File: src/rtl/ula_arbiter_if.sv
// ula_arbiter_if: request/response bundle for the two requesters of ula_arbiter.
// Revision: 1.0
`default_nettype none

interface ula_arbiter_if #(
  parameter int WIDTH = 64
);
  logic             req0_valid;
  logic             req0_ready;
  logic [WIDTH-1:0] req0_s1;
  logic [WIDTH-1:0] req0_s2;
  logic             req0_sub;
  logic             rsp0_valid;
  logic             rsp0_ready;
  logic [WIDTH-1:0] rsp0_res;

  logic             req1_valid;
  logic             req1_ready;
  logic [WIDTH-1:0] req1_s1;
  logic [WIDTH-1:0] req1_s2;
  logic             req1_sub;
  logic             rsp1_valid;
  logic             rsp1_ready;
  logic [WIDTH-1:0] rsp1_res;

  modport slave (
    input  req0_valid, req0_s1, req0_s2, req0_sub, rsp0_ready,
    input  req1_valid, req1_s1, req1_s2, req1_sub, rsp1_ready,
    output req0_ready, rsp0_valid, rsp0_res,
    output req1_ready, rsp1_valid, rsp1_res
  );

  modport master (
    output req0_valid, req0_s1, req0_s2, req0_sub, rsp0_ready,
    output req1_valid, req1_s1, req1_s2, req1_sub, rsp1_ready,
    input  req0_ready, rsp0_valid, rsp0_res,
    input  req1_ready, rsp1_valid, rsp1_res
  );
endinterface

`default_nettype wire

File: src/rtl/ula_arbiter.sv
// ula_arbiter: round-robin sharing of one add/subtract ula between two requesters,
// each with its own registered result slot. Revision: 1.0
`default_nettype none

module ula #(
  parameter int WIDTH = 64
) (
  input  wire logic [WIDTH-1:0] i_s1,
  input  wire logic [WIDTH-1:0] i_s2,
  input  wire logic             i_sub,
  output logic      [WIDTH-1:0] o_res
);
  assign o_res = i_sub ? (i_s1 - i_s2) : (i_s1 + i_s2);
endmodule

module ula_arbiter #(
  parameter int WIDTH = 64
) (
  input  wire logic        clk,
  input  wire logic        rst_n,
  ula_arbiter_if.slave     bus
);
  logic             r_rsp0_valid;
  logic             r_rsp1_valid;
  logic [WIDTH-1:0] r_rsp0_res;
  logic [WIDTH-1:0] r_rsp1_res;
  logic             r_last_grant;

  logic             w_elig0;
  logic             w_elig1;
  logic             w_grant0;
  logic             w_grant1;
  logic [WIDTH-1:0] w_s1;
  logic [WIDTH-1:0] w_s2;
  logic             w_sub;
  logic [WIDTH-1:0] w_res;

  // A requester holding an unconsumed result sits out arbitration.
  assign w_elig0  = bus.req0_valid & ~r_rsp0_valid;
  assign w_elig1  = bus.req1_valid & ~r_rsp1_valid;
  assign w_grant0 = w_elig0 & (~w_elig1 | r_last_grant);
  assign w_grant1 = w_elig1 & (~w_elig0 | ~r_last_grant);

  always_comb begin
    w_s1  = '0;
    w_s2  = '0;
    w_sub = 1'b0;
    if (w_grant0) begin
      w_s1  = bus.req0_s1;
      w_s2  = bus.req0_s2;
      w_sub = bus.req0_sub;
    end else if (w_grant1) begin
      w_s1  = bus.req1_s1;
      w_s2  = bus.req1_s2;
      w_sub = bus.req1_sub;
    end
  end

  ula #(.WIDTH(WIDTH)) u_ula (
    .i_s1  (w_s1),
    .i_s2  (w_s2),
    .i_sub (w_sub),
    .o_res (w_res)
  );

  always_ff @(posedge clk or negedge rst_n) begin
    if (!rst_n) begin
      r_rsp0_valid <= 1'b0;
      r_rsp1_valid <= 1'b0;
      r_rsp0_res   <= '0;
      r_rsp1_res   <= '0;
      r_last_grant <= 1'b1;
    end else begin
      if (w_grant0) begin
        r_rsp0_res   <= w_res;
        r_rsp0_valid <= 1'b1;
      end else if (r_rsp0_valid && bus.rsp0_ready) begin
        r_rsp0_valid <= 1'b0;
      end

      if (w_grant1) begin
        r_rsp1_res   <= w_res;
        r_rsp1_valid <= 1'b1;
      end else if (r_rsp1_valid && bus.rsp1_ready) begin
        r_rsp1_valid <= 1'b0;
      end

      if (w_grant0) begin
        r_last_grant <= 1'b0;
      end else if (w_grant1) begin
        r_last_grant <= 1'b1;
      end
    end
  end

  assign bus.req0_ready = w_grant0;
  assign bus.req1_ready = w_grant1;
  assign bus.rsp0_valid = r_rsp0_valid;
  assign bus.rsp1_valid = r_rsp1_valid;
  assign bus.rsp0_res   = r_rsp0_res;
  assign bus.rsp1_res   = r_rsp1_res;
endmodule

`default_nettype wire

File: src/flat_wrapper.sv
// flat-port wrapper written by rule: the top's interface ports become plain ports
module ula_arbiter_flat 
#(
  parameter int WIDTH = 64
)
  (clk, rst_n, bus_req0_valid, bus_req0_s1, bus_req0_s2, bus_req0_sub, bus_rsp0_ready, bus_req1_valid, bus_req1_s1, bus_req1_s2, bus_req1_sub, bus_rsp1_ready, bus_req0_ready, bus_rsp0_valid, bus_rsp0_res, bus_req1_ready, bus_rsp1_valid, bus_rsp1_res);
  ula_arbiter_if #(.WIDTH(WIDTH)) bus_i ();
  input  wire logic clk;
  input  wire logic rst_n;
  input wire logic [$bits(bus_i.req0_valid)-1:0] bus_req0_valid;
  input wire logic [$bits(bus_i.req0_s1)-1:0] bus_req0_s1;
  input wire logic [$bits(bus_i.req0_s2)-1:0] bus_req0_s2;
  input wire logic [$bits(bus_i.req0_sub)-1:0] bus_req0_sub;
  input wire logic [$bits(bus_i.rsp0_ready)-1:0] bus_rsp0_ready;
  input wire logic [$bits(bus_i.req1_valid)-1:0] bus_req1_valid;
  input wire logic [$bits(bus_i.req1_s1)-1:0] bus_req1_s1;
  input wire logic [$bits(bus_i.req1_s2)-1:0] bus_req1_s2;
  input wire logic [$bits(bus_i.req1_sub)-1:0] bus_req1_sub;
  input wire logic [$bits(bus_i.rsp1_ready)-1:0] bus_rsp1_ready;
  output wire logic [$bits(bus_i.req0_ready)-1:0] bus_req0_ready;
  output wire logic [$bits(bus_i.rsp0_valid)-1:0] bus_rsp0_valid;
  output wire logic [$bits(bus_i.rsp0_res)-1:0] bus_rsp0_res;
  output wire logic [$bits(bus_i.req1_ready)-1:0] bus_req1_ready;
  output wire logic [$bits(bus_i.rsp1_valid)-1:0] bus_rsp1_valid;
  output wire logic [$bits(bus_i.rsp1_res)-1:0] bus_rsp1_res;
  assign bus_i.req0_valid = bus_req0_valid;
  assign bus_i.req0_s1 = bus_req0_s1;
  assign bus_i.req0_s2 = bus_req0_s2;
  assign bus_i.req0_sub = bus_req0_sub;
  assign bus_i.rsp0_ready = bus_rsp0_ready;
  assign bus_i.req1_valid = bus_req1_valid;
  assign bus_i.req1_s1 = bus_req1_s1;
  assign bus_i.req1_s2 = bus_req1_s2;
  assign bus_i.req1_sub = bus_req1_sub;
  assign bus_i.rsp1_ready = bus_rsp1_ready;
  assign bus_req0_ready = bus_i.req0_ready;
  assign bus_rsp0_valid = bus_i.rsp0_valid;
  assign bus_rsp0_res = bus_i.rsp0_res;
  assign bus_req1_ready = bus_i.req1_ready;
  assign bus_rsp1_valid = bus_i.rsp1_valid;
  assign bus_rsp1_res = bus_i.rsp1_res;
  ula_arbiter #(.WIDTH(WIDTH)) u_core (.clk(clk), .rst_n(rst_n), .bus(bus_i));
endmodule
File: config.mk
export PLATFORM = sky130hd
export DESIGN_NAME = ula_arbiter_flat
export DESIGN_NICKNAME = d
export VERILOG_FILES = /design/src/rtl/ula_arbiter_if.sv /design/src/rtl/ula_arbiter.sv /design/src/flat_wrapper.sv
export SDC_FILE = /design/constraint.sdc
export NUM_CORES = 1
export LEC_CHECK = 0
export BUFFER_PORTS_ARGS = -buffer_cell sky130_fd_sc_hd__buf_2
export CORE_ASPECT_RATIO = 1.75
export CORE_MARGIN = 2
export CORE_UTILIZATION = 53
export CTS_CLUSTER_DIAMETER = 60
export CTS_CLUSTER_SIZE = 30
export DETAILED_ROUTE_END_ITERATION = 10
export MAX_ROUTING_LAYER = met4
export PLACE_DENSITY = 0.85
export SYNTH_ARGS = -nofsm -noshare
export SYNTH_HDL_FRONTEND = slang
export SYNTH_SLANG_ARGS = --single-unit
File: constraint.sdc
create_clock -name clk -period 7.2 [get_ports clk]
set_clock_uncertainty 0.15 [all_clocks]
set_input_delay 1.44 -clock clk [delete_from_list [all_inputs] [get_ports clk]]
set_output_delay 1.44 -clock clk [all_outputs]
set_load 0.03 [all_outputs]
==> results.tsv, run 1 <==
stage	metric	value	unit
status	status	completed	
logic_synthesis	Netlist Area Pre-Place	12290	sq um
critical_path	CP Data Arrival Time	6820	ps
timing	max_slew headroom	32.20	%
floorplan	Die H	205.4	um
detailed_routing	final WL	48330	um
power	leak pwr	0.007431	uW
logic_synthesis	prevailing post-synth register cell	dfrtp_1	
clock_network	Setup Fix Bufs, Post-CTS	0	
clock_network	CTS max path bufs	2	
clock_network	total CTS buffers	17	
floorplan	I/O pins	396	
clock_network	H-tree levels	4	
logic_synthesis	FF+latch count, synth	131	
logic_synthesis	Post-Synth Adder-Cell Area	6.578	%
floorplan	# rows	73	
logic_synthesis	largest area contributor in the netlist	dfrtp_1	
logic_synthesis	ranking of synthesized cells by area	dfrtp_1 26%, nand2_1 9.2%, ha_1 6.4%	
flow_run	number of max-cap violations	0	
floorplan	Die Footprint	24470	sq um
global_route	largest net degree at the start of global routing	100	
global_route	first-pass GRT wire length	72880	um
critical_path	Max stage delay on crit path	710	ps
detailed_routing	initial DRC count	1094	
global_route	global route total overflow	0	
logic_synthesis	syn_area_per_cell	7.857	sq um
finish	Final #Nets	2232	
logic_synthesis	Synth Area in Compound Gates	28.18	%
logic_synthesis	Yosys top cell area share	26.47	%
finish	multi-input logic area	8508	sq um
logic_synthesis	post-synthesis simple-gate area fraction	23.81	%
clock_network	clk slew on worst S/H paths	60	ps
detailed_routing	drt wl/cell	21.72	um
critical_path	startpoint types	primary input	
floorplan	die width	119.1	um
timing	RSZ-0062 raised after global routing	no	
floorplan	Starting Density	54.03	%
timing	min Tclk post-route	6585	ps
timing	setup_tns	0	ps
placement	global placement routability congestion	1.064	
finish	P&R area growth vs syn	23.18	%
clock_network	Root Driver	clkbuf_16	
power	total power	7206	uW
timing	final hold violations	0	
clock_network	post-CTS resize count	0	
timing	# setup viols final	0	
finish	share of layout cells above drive strength 1	27.19	%
global_route	vias in the first global route	13603	
timing	Slew @ Worst Pin	1017	ps
logic_synthesis	Seq/Total Area, Yosys	26.69	%
floorplan	Core Box Area	22740	sq um
logic_synthesis	Synth cell types	83	
critical_path	crit-path cells	buf_2 -> nor4_1 -> a211oi_1 -> a2111oi_4 -> nor3b_2 -> nand2_1 -> a221o_1 -> o31ai_1 -> xnor2_1 -> ha_1 -> a21o_1 -> a21oi_1 -> a31oi_1 -> a211oi_1 -> o32a_1 -> a21oi_1 -> or4_1 -> nand3_1	
global_route	GRT Total Usage	39.79	%
power	PwrDens	476.0	nW/um^2
global_route	number of antenna violations at the first check in global routing	9	
logic_synthesis	post-synthesis net count	1892	
critical_path	R2R setup slack	1190	ps
detailed_routing	Vias	14170	
detailed_routing	TritonRoute pass-1 iters	8	
min_path	min-delay worst type	flip-flop to flip-flop	
timing	fin crit share	91.46	%
critical_path	crit path max fanout	6	
logic_synthesis	post-synthesis mux area share	2.892	%
clock_network	clk_lat worst skew	440	ps
placement	I/O Buffers	395	
clock_network	CTS Hold Bufs	0	
finish	Filler Cells Inserted	2015	
clock_network	clock net sink count	131	
logic_synthesis	Mapped Cells	1564	
critical_path	WP data required	7440	ps
clock_network	CTS tree	built	
finish	sequential cell area	3279	sq um
detailed_routing	Via density	6.369	
logic_synthesis	yosys warns	0	
critical_path	CP max-delay cell	nor4_1	
detailed_routing	drt drc	0	
logic_synthesis	asr flop ratio synth	100.0	%
timing	Max Freq	151.9	MHz
logic_synthesis	main combinational cell family by area after synthesis	compound AO/OA/AOI/OAI gates	
timing	final count of pins violating max slew	0	
placement	post-DP HPWL	37670	um
power	maximum vdd drop	0.2706	mV
logic_synthesis	Synth Area in XOR/XNOR	7.698	%
detailed_routing	Detail Route Antenna Nets	0	
critical_path	Setup crit end kind	flip-flop	
logic_synthesis	Post-synth EDFFs	0	
critical_path	CP Class	primary input to flip-flop	
-- registers in the layout (all words and copies together), names as in the netlist --
name / count
u_core.bus.rsp0_valid: 1
u_core.bus.rsp0_res: 64
u_core.r_last_grant: 1
u_core.bus.rsp1_res: 64
u_core.bus.rsp1_valid: 1
-- final timing paths --
check	from	end	cells past startpoint
max	bus_req1_s2[10]	u_core.bus.rsp0_res[61]	18
min	u_core.bus.rsp1_res[27]	u_core.bus.rsp1_res[27]	2
max reg2reg	u_core.bus.rsp0_valid	u_core.bus.rsp0_res[61]	18
min reg2reg	u_core.bus.rsp1_res[27]	u_core.bus.rsp1_res[27]	2
max in group asynchronous	rst_n	u_core.bus.rsp1_res[4]	2
min in group asynchronous	rst_n	u_core.bus.rsp0_res[63]	1
-- kinds of logic after synthesis --
| logic type | count (synthesis) |
|---|---|
| and+or+nand+nor | 610 |
| AOI/OAI and AO/OA | 488 |
| buffers and inverters | 131 |
| DFF | 131 |
| xor gates and xnor gates | 108 |
| adders and majority gates | 64 |
| muxes | 32 |
-- per-layer routing --
layer / part of all wire [%] / up-vias / track usage, %
met5: 0 / - / -
met4: 8.2 / 0 / 31.68
met3: 6.6 / 215 / 4.739
met2: 51 / 784 / 68.06
met1: 35 / 6699 / 41.17
li1: - / 6472 / -
-- cell type report --
| cell class | instances | share of cell area (%) |
|---|---|---|
| Antenna cell | 9 | 0.1488 |
| Timing Repair Buffer | 430 | 15.00 |
| Clock buffer | 22 | 3.199 |
| Multi-Input combinational cell | 1302 | 56.21 |
| Clock inverter | 9 | 0.6861 |
| Inverter | 22 | 0.6117 |
| Sequential cell | 131 | 21.66 |
| Tap cell | 300 | 2.480 |
-- synth_stat cells, types with 7 or more instances --
| cell | count |
|---|---|
| nand3_1 | 33 |
| o211ai_1 | 11 |
| nor2_1 | 79 |
| ha_1 | 63 |
| or4_1 | 13 |
| o31ai_1 | 17 |
| a21oi_1 | 90 |
| xor2_1 | 51 |
| a22o_1 | 67 |
| nor3_1 | 44 |
| a31oi_1 | 16 |
| or3_1 | 8 |
| o21ai_0 | 60 |
| xnor2_1 | 57 |
| inv_1 | 19 |
| nor2b_1 | 8 |
| nand2_1 | 302 |
| o21bai_1 | 12 |
| nand2b_1 | 10 |
| mux2_2 | 28 |
| dfrtp_1 | 130 |
| nor4_1 | 20 |
| o22ai_1 | 19 |
| buf_2 | 9 |
| o311ai_0 | 7 |
| and3_1 | 15 |
| a21boi_0 | 7 |
| nand4_1 | 27 |
| a211oi_1 | 14 |
| a21o_1 | 43 |
| o21a_1 | 8 |
| and2_1 | 8 |
| buf_1 | 21 |
| a22oi_1 | 64 |
| clkbuf_1 | 77 |
| nand3b_1 | 12 |
-- power breakdown --
group	total, uW	internal, uW	switching [uW]
logic	5000	1700	3300
clock network	880	541	339
registers	1320	1100	222
total	7210	3340	3860
-- placed cells by master (no fill, tap or decap), drive strengths merged, types with 7 or more instances in the layout --
| cell | netlist | final |
|---|---|---|
| a2111oi | 7 | 7 |
| a211oi | 15 | 15 |
| a21boi | 7 | 7 |
| a21o | 43 | 43 |
| a21oi | 90 | 90 |
| a22o | 67 | 67 |
| a22oi | 64 | 64 |
| a31oi | 16 | 16 |
| and2 | 8 | 8 |
| and3 | 15 | 15 |
| buf | 32 | 430 |
| clkbuf | 77 | 22 |
| dfrtp | 130 | 130 |
| diode | 0 | 9 |
| ha | 63 | 63 |
| inv | 21 | 21 |
| mux2 | 28 | 28 |
| nand2 | 302 | 302 |
| nand2b | 10 | 10 |
| nand3 | 34 | 34 |
| nand3b | 12 | 12 |
| nand4 | 28 | 28 |
| nor2 | 79 | 79 |
| nor2b | 8 | 8 |
| nor3 | 45 | 45 |
| nor3b | 7 | 7 |
| nor4 | 23 | 23 |
| o211ai | 11 | 11 |
| o21a | 8 | 8 |
| o21ai | 66 | 66 |
| o21bai | 12 | 12 |
| o22ai | 19 | 19 |
| o311ai | 7 | 7 |
| o31ai | 17 | 17 |
| or3 | 11 | 11 |
| or4 | 15 | 15 |
| xnor2 | 57 | 57 |
| xor2 | 51 | 51 |
-- worst max-delay path: cells and delay by family --
family | cells | cell delay [ps]
buffers and inverters | 1 | 130
adders and majority gates | 1 | 240
xor gates and xnor gates | 1 | 140
AOI/OAI and AO/OA | 10 | 3010
and+or+nand+nor | 5 | 1840
-- per-stage QoR --
stage	utilization [%]	instance area, sq um	cells	setup slack [ps]	hold WS (ps)
final	66.56	15140	2225	614.7	320.2
after global routing	66.56	15140	2225	405.8	341.5
after CTS	66.46	15110	2216	785.2	321.2
after detailed placement	63.87	14530	2185	337.5	307.6
after global placement	63.87	14530	2185	372.7	302.9
after floorplan	-	12290	1564	991.3	313.6
No activity file was read; power rests on OpenSTA's default activity.
==> run 2, diff against run 1 <==
--- a/config.mk
+++ b/config.mk
@@ -6,7 +6,7 @@
 export NUM_CORES = 1
 export LEC_CHECK = 0
 export BUFFER_PORTS_ARGS = -buffer_cell sky130_fd_sc_hd__buf_2
-export CORE_ASPECT_RATIO = 1.75
+export CORE_ASPECT_RATIO = 0.9
 export CORE_MARGIN = 2
 export CORE_UTILIZATION = 53
 export CTS_CLUSTER_DIAMETER = 60
==> run 2 against run 1 <==
  * Register-to-register slack better by 150 ps
  * Flip-flop and latch count unchanged
  * Critical path depth is 4 higher
  * Utilization is 0.27 points higher
  * Via count is 0.20% higher
  * Cell count down 0.40%
  * Worst hold slack better by 2.0 ps
  * Wire length fell by 0.67%
  * Non-clock buffer count is 1 higher
  * Critical path type unchanged
==> results.tsv, run 2 (same netlist as run 1, synthesis figures left out) <==
stage	metric	value	unit
power	leak pwr	0.007428	uW
global_route	vias in the first global route	13078	
clock_network	CTS max path bufs	2	
critical_path	cells on worst reg2reg path	20	
timing	final hold violations	0	
clock_network	Root Driver	clkbuf_16	
timing	max_slew headroom	30.57	%
finish	P&R area growth vs syn	23.13	%
clock_network	clk_lat worst skew	440	ps
timing	min Tclk post-route	6462	ps
global_route	number of antenna violations at the first check in global routing	0	
clock_network	post-CTS resize count	0	
detailed_routing	drt drc	0	
clock_network	CTS tree	built	
critical_path	Max stage delay on crit path	510	ps
clock_network	total CTS buffers	17	
floorplan	Die Footprint	24420	sq um
critical_path	CP Class	primary input to flip-flop	
detailed_routing	Detail Route Antenna Nets	0	
detailed_routing	TritonRoute pass-1 iters	6	
finish	share of layout cells above drive strength 1	27.27	%
floorplan	I/O pins	396	
critical_path	WP data required	7410	ps
global_route	first-pass GRT wire length	71790	um
clock_network	CTS Hold Bufs	0	
floorplan	die width	164.5	um
finish	Filler Cells Inserted	2009	
global_route	global route total overflow	0	
timing	final setup margin	738.1	ps
detailed_routing	initial DRC count	1718	
status	status	completed	
timing	Slew @ Worst Pin	1041	ps
detailed_routing	final WL	48000	um
critical_path	Setup crit end kind	flip-flop	
placement	post-DP HPWL	37440	um
global_route	largest net degree at the start of global routing	79	
placement	worst slack, placed	447.0	ps
placement	Inst Count DP	2183	
critical_path	startpoint types	primary input	
critical_path	R2R setup slack	1340	ps
detailed_routing	Vias	14198	
critical_path	crit-path cells	buf_2 -> nor3b_4 -> or2_4 -> inv_6 -> a22oi_1 -> clkinv_1 -> nor3_2 -> buf_4 -> nand2_1 -> nor3_1 -> nor2_1 -> xnor2_1 -> ha_1 -> a21o_1 -> a21oi_1 -> o21bai_1 -> nand3_1 -> nand2_1 -> nor2_1 -> and3_1 -> or4_1 -> nand3_1	
timing	Max Freq	154.8	MHz
min_path	min-delay worst type	flip-flop to flip-flop	
finish	commonest cells after routing, fill and taps aside	394 x buf_2, 302 x nand2_1, 130 x dfrtp_1, 90 x a21oi_1, 79 x nor2_1	
power	maximum vdd drop	0.2633	mV
floorplan	Core Box Area	22640	sq um
placement	I/O Buffers	395	
finish	Final #Nets	2233	
floorplan	Die H	148.5	um
timing	fin crit share	89.75	%
flow_run	number of max-cap violations	0	
timing	# setup viols final	0	
timing	setup_tns	0	ps
global_route	GRT Total Usage	39.19	%
detailed_routing	drt wl/cell	21.66	um
placement	global placement routability congestion	1.020	
clock_network	clk slew on worst S/H paths	70	ps
timing	RSZ-0062 raised after global routing	no	
min_path	number of cells on the worst hold path	2	
critical_path	CP Data Arrival Time	6670	ps
power	PwrDens	485.1	nW/um^2
clock_network	H-tree levels	4	
critical_path	crit path max fanout	35	
timing	final count of pins violating max slew	0	
finish	non-filler cells, final	2216	
detailed_routing	Via density	6.407	
clock_network	clock net sink count	131	
finish	commonest non-fill, non-tap cell in the layout	buf_2	
floorplan	Starting Density	54.27	%
timing	Min Hold Slack	322.3	ps
critical_path	CP max-delay cell	nor3_1	
clock_network	Setup Fix Bufs, Post-CTS	0	
floorplan	# rows	52	
-- run 2: cell types whose count changed in the layout (fill, tap and decap cells not counted), moves of 3 or more --
| cell | delta |
|---|---|
| clkbuf_8 | -4 |
| clkinv_2 | -4 |
| diode_2 | -8 |
| inv_6 | +4 |
| inv_8 | +3 |
-- run 2: routing by layer --
layer  track usage, %  routed length (um)
met4            15.87                2010
met2            60.63               21630
met3            6.107                4756
met1            51.53               19610
met5                -                   0
-- run 2: power breakdown --
group | internal, uW | switching (uW)
logic | 1710 | 3360
clock network | 523 | 403
registers | 1100 | 245
total | 3330 | 4010
-- run 2: per-stage QoR --
step	total power, uW	util [%]	area, sq um
4_1_cts	7249	66.82	15130
6_report	7341	66.83	15130
2_1_floorplan	4772	-	12290
3_3_place_gp	6229	64.17	14530
5_1_grt	7773	66.82	15130
3_5_place_dp	6291	64.17	14530
-- run 2: layout make-up --
class	count	area, sq um	area share [%]
Sequential cell	131	3279	21.67
Inverter	22	92.59	0.6119
Antenna cell	1	2.502	0.01654
Timing Repair Buffer	431	2278	15.06
Tap cell	297	371.6	2.456
Clock buffer	18	429.2	2.836
Clock inverter	14	168.9	1.116
Multi-Input combinational cell	1302	8508	56.23
-- run 2: path summary, 6_finish.rpt --
path | from | to
worst max-delay path | bus_req1_valid | u_core.bus.rsp1_res[59]
worst min-delay path | u_core.bus.rsp1_res[19] | u_core.bus.rsp1_res[19]
worst max register to register | u_core.bus.rsp0_valid | u_core.bus.rsp0_res[50]
worst min register to register | u_core.bus.rsp1_res[19] | u_core.bus.rsp1_res[19]
max in group asynchronous | rst_n | u_core.bus.rsp1_res[16]
min in group asynchronous | rst_n | u_core.bus.rsp1_res[43]
-- run 2: critical path, delay by kind of cell --
family	cells	cell delay, ps
adder cells (fa/ha/maj)	1	490
AO/OA/AOI/OAI	4	1000
buffers and inverters	4	740
XOR/XNOR	1	150
AND/OR/NAND/NOR	12	2850
==> run 3, diff against run 2 <==
--- a/config.mk
+++ b/config.mk
@@ -12,6 +12,7 @@
 export CTS_CLUSTER_DIAMETER = 60
 export CTS_CLUSTER_SIZE = 30
 export DETAILED_ROUTE_END_ITERATION = 10
+export GPL_TIMING_DRIVEN = 0
 export MAX_ROUTING_LAYER = met4
 export PLACE_DENSITY = 0.85
 export SYNTH_ARGS = -nofsm -noshare
==> run 3 against run 2 <==
  * Maximum frequency is 9.1% lower
  * Sequential share of layout area is 0.48 points lower
  * Wire length is 19% higher
  * Flip-flop and latch count stayed put
  * Clock power is 0.6% lower
  * Setup slack worse by 650 ps
  * Register-to-register slack worse by 730 ps
  * Critical path depth is 2 lower
  * Critical path type unchanged
  * Final area is 2.3% higher
  * Highest routed layer unchanged
  * Global-route usage is 8.1 points higher
  * Combinational power is 4.9% higher
  * Largest power group unchanged
  * Total power is 3.2% higher
==> results.tsv, run 3 (same netlist as run 1, synthesis figures left out) <==
stage	metric	value	unit
status	status	completed	
timing	Max Freq	140.6	MHz
timing	Min Hold Slack	319.6	ps
global_route	vias in the first global route	14163	
flow_run	number of max-cap violations	0	
timing	final count of pins violating max slew	0	
power	leak pwr	0.007567	uW
detailed_routing	Via density	6.615	
detailed_routing	Vias	15189	
clock_network	clk slew on worst S/H paths	60	ps
timing	min Tclk post-route	7111	ps
placement	global placement routability congestion	1.047	
finish	Final #Nets	2311	
floorplan	# rows	52	
floorplan	I/O pins	396	
placement	I/O Buffers	395	
finish	commonest cells after routing, fill and taps aside	404 x buf_2, 302 x nand2_1, 130 x dfrtp_1, 90 x a21oi_1, 79 x nor2_1	
critical_path	CP Class	primary input to flip-flop	
floorplan	Die H	148.5	um
power	maximum vdd drop	0.2666	mV
critical_path	reg-to-reg critical path endpoint	u_core.bus.rsp0_res[57]	
clock_network	total CTS buffers	17	
global_route	first-pass GRT wire length	83370	um
detailed_routing	drt wl/cell	24.95	um
finish	P&R area growth vs syn	25.93	%
floorplan	Core Box Area	22640	sq um
critical_path	critical path startpoint	bus_req1_valid	
placement	post-DP HPWL	44190	um
critical_path	cells on worst reg2reg path	16	
clock_network	Root Driver	clkbuf_16	
clock_network	clk_lat worst skew	440	ps
timing	Slew @ Worst Pin	1078	ps
clock_network	CTS max path bufs	2	
critical_path	CP Capture Point	u_core.bus.rsp0_res[60]	
critical_path	RR Startpoint	u_core.bus.rsp0_valid	
detailed_routing	final WL	57290	um
finish	commonest non-fill, non-tap cell in the layout	buf_2	
floorplan	die width	164.5	um
min_path	min-delay worst type	flip-flop to flip-flop	
timing	fin crit share	98.77	%
critical_path	crit path max fanout	10	
clock_network	H-tree levels	4	
timing	# setup viols final	0	
global_route	largest net degree at the start of global routing	70	
detailed_routing	Detail Route Antenna Nets	0	
timing	final setup margin	88.83	ps
clock_network	CTS tree	built	
critical_path	R2R setup slack	610	ps
floorplan	Die Footprint	24420	sq um
clock_network	clock net sink count	131	
detailed_routing	drt drc	0	
placement	worst slack, placed	-1943	ps
global_route	number of antenna violations at the first check in global routing	3	
critical_path	startpoint types	primary input	
detailed_routing	TritonRoute pass-1 iters	8	
floorplan	Starting Density	54.27	%
global_route	global route total overflow	0	
critical_path	Setup crit end kind	flip-flop	
detailed_routing	initial DRC count	2030	
timing	max_slew headroom	27.45	%
global_route	GRT Total Usage	47.29	%
critical_path	CP Data Arrival Time	7260	ps
finish	share of layout cells above drive strength 1	27.17	%
power	PwrDens	489.8	nW/um^2
critical_path	WP data required	7350	ps
timing	final hold violations	0	
clock_network	CTS Hold Bufs	0	
==> run 3: cell types whose count changed in the layout (fill, tap and decap cells not counted), sizes merged <==
cell,delta
clkinvlp,-2
clkdlybuf4s18,+1
clkbuf,+76
inv,-2
clkinv,+3
diode,+3
clkdlybuf4s15,+1
==> run 3: through the flow <==
stage	instances	total power [uW]	setup TNS [ps]	instance area, sq um	utilization (%)
floorplan	1564	4772	0	12290	-
global placement	2256	6313	-136450	14640	64.64
detailed placement	2257	6377	-141460	14670	64.79
CTS	2290	7351	0	15390	67.96
global route	2295	7955	-3.949	15470	68.34
finish	2296	7579	0	15470	68.35
==> run 3: critical path: stages <==
cell and delay [ps]:
buf_2 130, or2b_2 440, or2_1 270, buf_4 150
inv_2 210, buf_4 260, buf_4 280, buf_4 350
clkdlybuf4s15_1 740, a22oi_1 180, xor2_1 260, ha_1 260
clkbuf_1 200, a21o_1 220, a2111oi_1 540, o311ai_0 210
nand3b_1 240, nand2_1 200, or4b_1 490, o311ai_0 140
==> run 3: worst min path at each step <==
stage	cells past startpoint	to	startpoint
6_report	2	u_core.bus.rsp1_res[18]	u_core.bus.rsp1_res[18]
5_1_grt	2	u_core.bus.rsp0_res[1]	u_core.bus.rsp0_res[1]
4_1_cts	2	u_core.bus.rsp1_res[18]	u_core.bus.rsp1_res[18]
3_5_place_dp	2	u_core.bus.rsp1_res[18]	u_core.bus.rsp1_res[18]
3_3_place_gp	2	u_core.bus.rsp0_res[5]	u_core.bus.rsp0_res[5]
2_1_floorplan	2	u_core.r_last_grant	u_core.r_last_grant
==> run 3: final cells by class <==
cell class | count | area, sq um
antenna | 4 | 10.01
buffer | 108 | 503.0
clock buffer | 18 | 439.2
clock inverter | 13 | 150.1
fill | 1964 | 7167
inverter | 22 | 82.58
multi-input combinational | 1302 | 8578
sequential | 131 | 3279
tap | 297 | 371.6
timing repair buffer | 401 | 2061
==> run 3: metal layers <==
metal	GRT usage, %	wire (um)	up-vias
met3	15.23	7536	280
met2	68.81	24440	1156
met4	28.26	4011	0
li1	-	-	6648
met1	57.17	21310	7105
met5	-	0	-
==> run 3: power breakdown <==
part / internal, uW / switching, uW
clock: 524 / 395
sequential: 1100 / 237
combinational: 1700 / 3620
==> run 3: timing repair <==
action                                  4_1_cts  5_1_grt
endpoints found under the setup margin      102       60
pin swaps                                     0        1
resized for setup                            46       31
setup buffers                                 3        2
